File: src/rtl/key_pkg.sv
// Shared definitions for the key click classifier: event type encoding and the
// per-key click FSM state.
package key_pkg;

  localparam logic EVT_SINGLE = 1'b0;
  localparam logic EVT_DOUBLE = 1'b1;

  typedef enum logic {
    IDLE = 1'b0,
    WAIT = 1'b1
  } click_state_e;

endpackage

File: src/rtl/key_click_classifier_click_fsm.sv
// Per-key click FSM: turns a pulse sequence into one single/double event strobe
// using a window counter that starts at the first press.
module click_fsm
  import key_pkg::*;
#(
  parameter int WINDOW = 8,
  parameter int CW     = $clog2(WINDOW)
) (
  input  logic clk,
  input  logic rst,
  input  logic pulse_i,
  output logic evt_stb_o,
  output logic evt_type_o
);

  click_state_e    state_q, state_d;
  logic [CW-1:0]   cnt_q, cnt_d;

  always_ff @(posedge clk or posedge rst) begin
    if (rst) begin
      state_q <= IDLE;
      cnt_q   <= '0;
    end else begin
      state_q <= state_d;
      cnt_q   <= cnt_d;
    end
  end

  // A second press on the final window cycle still counts as a double.
  always_comb begin
    state_d    = state_q;
    cnt_d      = cnt_q;
    evt_stb_o  = 1'b0;
    evt_type_o = EVT_SINGLE;
    case (state_q)
      IDLE: begin
        if (pulse_i) begin
          state_d = WAIT;
          cnt_d   = '0;
        end
      end
      WAIT: begin
        if (pulse_i) begin
          evt_stb_o  = 1'b1;
          evt_type_o = EVT_DOUBLE;
          state_d    = IDLE;
        end else if (cnt_q == CW'(WINDOW - 1)) begin
          evt_stb_o  = 1'b1;
          evt_type_o = EVT_SINGLE;
          state_d    = IDLE;
        end else begin
          cnt_d = cnt_q + 1'b1;
        end
      end
      default: state_d = IDLE;
    endcase
  end

endmodule

File: src/rtl/key_click_classifier.sv
// Classifies debounced key presses into single/double clicks and serialises the
// events of all keys into one valid/ready stream with a sticky drop flag.
module key_click_classifier
  import key_pkg::*;
#(
  parameter int N      = 1,
  parameter int WINDOW = 3_000_000,
  parameter int CW     = $clog2(WINDOW),
  parameter int IW     = (N > 1) ? $clog2(N) : 1
) (
  input  logic          clk,
  input  logic          rst,
  input  logic [N-1:0]  key_pulse,
  output logic          evt_valid,
  input  logic          evt_ready,
  output logic [IW-1:0] evt_key,
  output logic          evt_double,
  output logic          ovf,
  input  logic          ovf_clr
);

  // Handshake: an event transfers on a rising edge where evt_valid && evt_ready;
  // while evt_valid is high and evt_ready low, evt_key/evt_double do not change.

  logic [N-1:0]  stb, typ;
  logic [N-1:0]  pv_q, pv_d, pt_q, pt_d, drain;
  logic          sel_valid, sel_type, load, drop;
  logic [IW-1:0] sel_idx;
  logic          valid_q, valid_d, dbl_q, dbl_d, ovf_q, ovf_d;
  logic [IW-1:0] key_q, key_d;

  for (genvar g = 0; g < N; g++) begin : g_fsm
    click_fsm #(
      .WINDOW (WINDOW),
      .CW     (CW)
    ) u_fsm (
      .clk        (clk),
      .rst        (rst),
      .pulse_i    (key_pulse[g]),
      .evt_stb_o  (stb[g]),
      .evt_type_o (typ[g])
    );
  end

  // Fixed priority: scanning downwards leaves the lowest pending index selected.
  always_comb begin
    sel_valid = 1'b0;
    sel_idx   = '0;
    sel_type  = EVT_SINGLE;
    for (int i = N - 1; i >= 0; i--) begin
      if (pv_q[i]) begin
        sel_valid = 1'b1;
        sel_idx   = IW'(i);
        sel_type  = pt_q[i];
      end
    end
  end

  assign load = !valid_q || evt_ready;

  // A slot being drained this cycle can take a new event in the same edge.
  always_comb begin
    pv_d  = pv_q;
    pt_d  = pt_q;
    drain = '0;
    drop  = 1'b0;
    for (int i = 0; i < N; i++) begin
      drain[i] = load && sel_valid && (sel_idx == IW'(i));
      if (drain[i]) pv_d[i] = 1'b0;
      if (stb[i]) begin
        if (!pv_q[i] || drain[i]) begin
          pv_d[i] = 1'b1;
          pt_d[i] = typ[i];
        end else begin
          drop = 1'b1;
        end
      end
    end
  end

  always_comb begin
    valid_d = valid_q;
    key_d   = key_q;
    dbl_d   = dbl_q;
    if (load) begin
      valid_d = sel_valid;
      if (sel_valid) begin
        key_d = sel_idx;
        dbl_d = sel_type;
      end
    end
    ovf_d = ovf_clr ? 1'b0 : ovf_q;
    if (drop) ovf_d = 1'b1;
  end

  always_ff @(posedge clk or posedge rst) begin
    if (rst) begin
      pv_q    <= '0;
      pt_q    <= '0;
      valid_q <= 1'b0;
      key_q   <= '0;
      dbl_q   <= 1'b0;
      ovf_q   <= 1'b0;
    end else begin
      pv_q    <= pv_d;
      pt_q    <= pt_d;
      valid_q <= valid_d;
      key_q   <= key_d;
      dbl_q   <= dbl_d;
      ovf_q   <= ovf_d;
    end
  end

  assign evt_valid  = valid_q;
  assign evt_key    = key_q;
  assign evt_double = dbl_q;
  assign ovf        = ovf_q;

endmodule
File: config.mk
export PLATFORM = sky130hd
export DESIGN_NAME = key_click_classifier
export DESIGN_NICKNAME = d
export VERILOG_FILES = /design/src/rtl/key_pkg.sv /design/src/rtl/key_click_classifier_click_fsm.sv /design/src/rtl/key_click_classifier.sv
export SDC_FILE = /design/constraint.sdc
export NUM_CORES = 1
export LEC_CHECK = 0
export BUFFER_PORTS_ARGS = -buffer_cell sky130_fd_sc_hd__buf_2
export CORE_UTILIZATION = 50
export CTS_CLUSTER_SIZE = 30
export DETAILED_ROUTE_END_ITERATION = 10
export GPL_TIMING_DRIVEN = 0
export PLACE_DENSITY = 0.65
export SYNTH_ARGS = -nofsm -noshare
export SYNTH_HDL_FRONTEND = slang
export SYNTH_SLANG_ARGS = --single-unit
File: constraint.sdc
create_clock -name clk -period 2 [get_ports clk]
set_input_delay 0.1 -clock clk [delete_from_list [all_inputs] [get_ports clk]]
set_output_delay 0.1 -clock clk [all_outputs]
set_load 0.005 [all_outputs]
* After elaboration in Yosys (flattened, before gate mapping)
Cells that the tools add are included.
** Word-level totals
- Input port bits :: 5
- Register bits after elaboration :: 28
- Logic and storage cells :: 43
- Output and inout bits :: 4
** Operators by class
- Mux-type cells :: 21
- Add/sub/neg operators :: 1
- Equality and inequality tests :: 4
- Reduce and logical (&&, ||, !) cells :: 9
- Bitwise logic cells :: 1
** Operators with widths (count)
- 22-bit 2-to-1 mux :: 3
- 22-bit case mux with 2 select lines :: 1
- 22-bit by 1-bit adder with 22-bit output (second input constant) :: 1
- 22-bit equality test (second input constant) :: 1
- 1-bit 2-to-1 mux :: 16
- 2-bit != test (second input constant) :: 3
- 2-bit AND reduction :: 2
- 3-bit AND reduction :: 1
- 1-bit logical NOT :: 2
- 1-bit logical OR :: 2
- 1-bit case mux with 2 select lines :: 1
- 2-bit nonzero test :: 1
- 1-bit logical AND :: 1
- 1-bit NOT :: 1

* Longest topological paths before layout
- Depth after elaboration :: 7
- Gate-level depth with buffers :: 6

* Modules after synthesis
Synthesis repeated with hierarchy kept, for this count alone.
** Unflattened totals
- Cells, all modules :: 183
- Area total of the unflattened synthesis :: 1672.9 µm²
** By module, submodules not included
- click_fsm :: area an instance 1452.6 µm², instances 1, cells an instance 164
- key_click_classifier :: area an instance 220.2 µm², instances 1, cells an instance 19

* Worst setup path before layout
No wires, ideal clock.
- Path kind :: reg-to-reg
- Start :: register g_fsm[0].u_fsm.cnt_q[8]
- End :: register g_fsm[0].u_fsm.cnt_q[19]
- Period minus slack after synthesis :: 1.775 ns
- Path buffers :: 1
- Slack :: 0.225 ns
- Stages on the path, launching flop included :: 6
- Data arrival time :: 1.706 ns
- Data required time :: 1.931 ns
- Path through :: dfrtp_1 buf_2 nand4_4 or4_4 or4_1 nand3_1
** On the way
- Cells in the longest elaborated chain, start to end :: 4
- Elaborated cells on any way between the ends :: 7
- Those cells by class :: add/sub (1); eq/ne (2); mux (3); reduce/logical (1)
** Ends and longest elaborated chain
- start: declaration :: line key_click_classifier_click_fsm.sv:17 : logic [CW-1:0] cnt_q, cnt_d;
- start signal: assignment :: line key_click_classifier_click_fsm.sv:25 : cnt_q <= cnt_d;
- 22-bit by 1-bit adder with 22-bit output :: line key_click_classifier_click_fsm.sv:52 : cnt_d = cnt_q + 1'b1;
- 22-bit 2-to-1 mux :: line key_click_classifier_click_fsm.sv:47 : end else if (cnt_q == CW'(WINDOW - 1)) begin
- 22-bit 2-to-1 mux :: line key_click_classifier_click_fsm.sv:43 : if (pulse_i) begin
- 22-bit case mux with 2 select lines :: line key_click_classifier_click_fsm.sv:35 : case (state_q)
Parallel ways exist; a longest one is shown, timed or not. The select of a mux whose other input is x is not followed.
A chain may end at the register's enable or synchronous reset.

* Final worst setup path
Same ends and word-level chain as after synthesis.

==> impl_metrics.csv <==
group,metric,value,unit
clocking,cts_buffers,3,
global_routing,grt_pass1_vias,1507,
critical_path,critPathKind,"reg2reg",
detailed_routing,wl,4.27,mm
sta,finalClockSkew,5.12,ps
logic_synthesis,synth_area,1710,µm²
die,die_h,60.6,µm
logic_synthesis,async_flop_share,100,%
critical_path,start_kind,"register",
clocking,cts_tree,"done",
finish,final_util,59.7,%
flow_run,maxCapViolCount,0,
detailed_routing,num_vias,1590,
outcome,violations,"hold timing",
sta,tightest_slew,1030,ps
die,coreArea,3150,µm²
logic_synthesis,syn_inst,195,
finish,post_route_cells_drive_above_1_share,14.1,%
critical_path,worstPathArrival,2220,ps
sta,rsz0062_at_grt,"true",
clocking,cts.sink_count,28,
finish,final_common_cell,"dfrtp_1",
sta,finalHoldViolCount,26,
die,start_util,54.4,%
power_and_ir_drop,swShare,27.1,%
power_and_ir_drop,p_clk_share,31.1,%
critical_path,cp_max_fo,9,
clocking,clock_path_buffers,2,
sta,slew_viol_final,0,
finish,syn_to_final_growth,9.85,%
placed_design,place_ws,-81.4,ps
power_and_ir_drop,p_comb_share,15.9,%
power_and_ir_drop,power.switching,0.322,mW
placed_design,hpwlAfterDp,3.07,mm
global_routing,grt_pass1_wl,7.31,mm
sta,fin_ws,58.7,ps
placed_design,port_buffers,6,
finish,fin_cells,250,
clocking,clkTransAtPathRegs,150,ps
detailed_routing,ant_nets,0,
logic_synthesis,avgSynthCellArea,8.79,µm²
power_and_ir_drop,p_leak,0.727,nW
global_routing,grt_max_degree,29,
finish,final_cell_mix,"26 x dfrtp_1, 23 x nand2_1, 12 x a21oi_1, 11 x nand3_1, 10 x nor2_1",
power_and_ir_drop,ir_drop,0.352,mV
power_and_ir_drop,power,1.19,mW
logic_synthesis,synth.ff_latch_count,28,
die,io_pins,9,
placed_design,place.gp.congestion,0.864,
logic_synthesis,yosys_warnings,0,
sta,max_slew_margin,31.0,%
sta,max_freq,515,MHz
global_routing,antenna_found_initial,0,
detailed_routing,vias_per_cell,6.36,
die,die_area,3670,µm²
sta,fin_setup_tns,0,ps
sta,period_share,97.1,%
sta,fin_hold_ws,-9.13,ps
outcome,outcome,"complete, but fails checks",
critical_path,end_kind,"register",
logic_synthesis,synth_fp_nets,201,
logic_synthesis,synth_edf_count,0,
global_routing,grt_overflow_total,0,
finish,stdcell_area,1880,µm²
placed_design,post_dp_cell_area,1800,µm²
power_and_ir_drop,power_density,631,nW/µm²
min_path,hold_class,"in2async",
clocking,cts.htree.levels,1,
global_routing,grt_usage,27.3,%
power_and_ir_drop,pwr-share-seq,53.0,%
die,die_x,60.6,µm
logic_synthesis,synth_ff_type,"dfrtp_1",
critical_path,required,2280,ps
finish,fin_nets,213,
detailed_routing,drc,0,
finish,n_antenna_cell,0,
die,fp-row-count,20,
logic_synthesis,ys_seq_area_share,40.9,%
clocking,cts_root_buf,"clkbuf_4",
sta,setup_viol,0,
detailed_routing,drt_iter0_drc,124,
sta,fin_crit,1940,ps
placed_design,dp.cells,245,
logic_synthesis,synthDistinctLibCells,54,
detailed_routing,firstDrtPassIters,4,
detailed_routing,routedWlPerCell,17.1,µm
power_and_ir_drop,p_int,0.867,mW
clocking,clock_latency,330,ps
==> worst max-delay path, stage by stage, from the launching register on <==
cell and delay (ps):
dfrtp_1 340, buf_2 210, nand4_4 150, or4_4 600
or4_1 470, nand3_1 100
==> power groups by stage <==
stage	logic, mW	registers (mW)	clock network, mW
4_1_cts	0.180	0.627	0.382
6_report	0.189	0.630	0.370
2_1_floorplan	0.125	0.630	0
5_1_grt	0.208	0.636	0.401
3_3_place_gp	0.174	0.636	0
3_5_place_dp	0.178	0.637	0
==> sequential cells by signal, summed over array words and instances, names as in the netlist <==
| name | count |
|---|---|
| g_fsm.u_fsm.cnt_q | 22 |
| evt_double | 1 |
| ovf | 1 |
| g_fsm.u_fsm.state_q | 1 |
| pv_q | 1 |
| pt_q | 1 |
| evt_valid | 1 |
==> routing by layer <==
layer	global-route usage, %	wire length, µm	share of wire (%)
met1	38.8	2010	47
met2	42.2	1890	44
met3	6.18	302	7.1
met4	7.14	65	1.5
met5	0	0	0
==> synthesized netlist by cell type (all sizes together), types with 2 or more instances <==
| cell | number | area share, % |
|---|---|---|
| and3 | 4 | 1.5 |
| and4b | 2 | 1.2 |
| dfrtp | 28 | 41 |
| buf | 2 | 0.73 |
| nand4 | 10 | 4.5 |
| nand3 | 11 | 3.2 |
| nor2 | 10 | 2.2 |
| nand4b | 3 | 1.5 |
| o21ai | 7 | 2.0 |
| a32o | 2 | 1.2 |
| nor3b | 3 | 1.3 |
| o311ai | 4 | 2.0 |
| o211ai | 5 | 2.2 |
| clkbuf | 12 | 2.7 |
| nor4 | 5 | 1.8 |
| nand2b | 3 | 1.1 |
| nand2 | 23 | 5.0 |
| and2 | 2 | 0.73 |
| o31ai | 4 | 1.8 |
| or4 | 3 | 1.5 |
| or3 | 6 | 2.2 |
| a22oi | 2 | 0.88 |
| o22ai | 2 | 0.73 |
| inv | 6 | 1.3 |
| a21oi | 12 | 3.5 |
==> worst paths after layout <==
path                                    startpoint                       end  slack, ps  cells after the start
max in group asynchronous                      rst   g_fsm[0].u_fsm.cnt_q[9]       1320                      2
min                                            rst   g_fsm[0].u_fsm.cnt_q[0]         -9                      2
max                        g_fsm[0].u_fsm.cnt_q[8]  g_fsm[0].u_fsm.cnt_q[19]         60                      5
min reg2reg                             evt_double                evt_double        520                      1
min in group clk                         evt_ready                 evt_valid         50                      3
max reg2reg                g_fsm[0].u_fsm.cnt_q[8]  g_fsm[0].u_fsm.cnt_q[19]         60                      5
==> area by class of cell <==
type	instances	area, µm²
Tap cell	44	55.1
Clock inverter	1	30.0
Sequential cell	28	703
Fill cell	310	1270
Timing Repair Buffer	9	55.1
Inverter	6	22.5
Multi-Input combinational cell	147	942
Buffer	12	52.6
Clock buffer	3	22.5
==> logic make-up (layout without fill, tap and decap cells) <==
| logic type | count (synthesis) | after routing | synth area share, % |
|---|---|---|---|
| other cells | 1 | 1 | 0.219 |
| buf+inv | 20 | 31 | 4.74 |
| xor+xnor | 1 | 1 | 0.511 |
| flops | 28 | 28 | 40.9 |
| fa+ha+maj | 1 | 1 | 0.730 |
| compound gates | 48 | 48 | 19.3 |
| mux | 2 | 2 | 1.24 |
| simple gates | 94 | 94 | 32.3 |
==> timing repair <==
item,in CTS,in global routing
hold buffers,1,0
setup buffers,0,2
hold endpoints to repair,1,0
setup endpoints to repair,2,12
resized for setup,1,6
No activity file was read; power rests on OpenSTA's default activity.
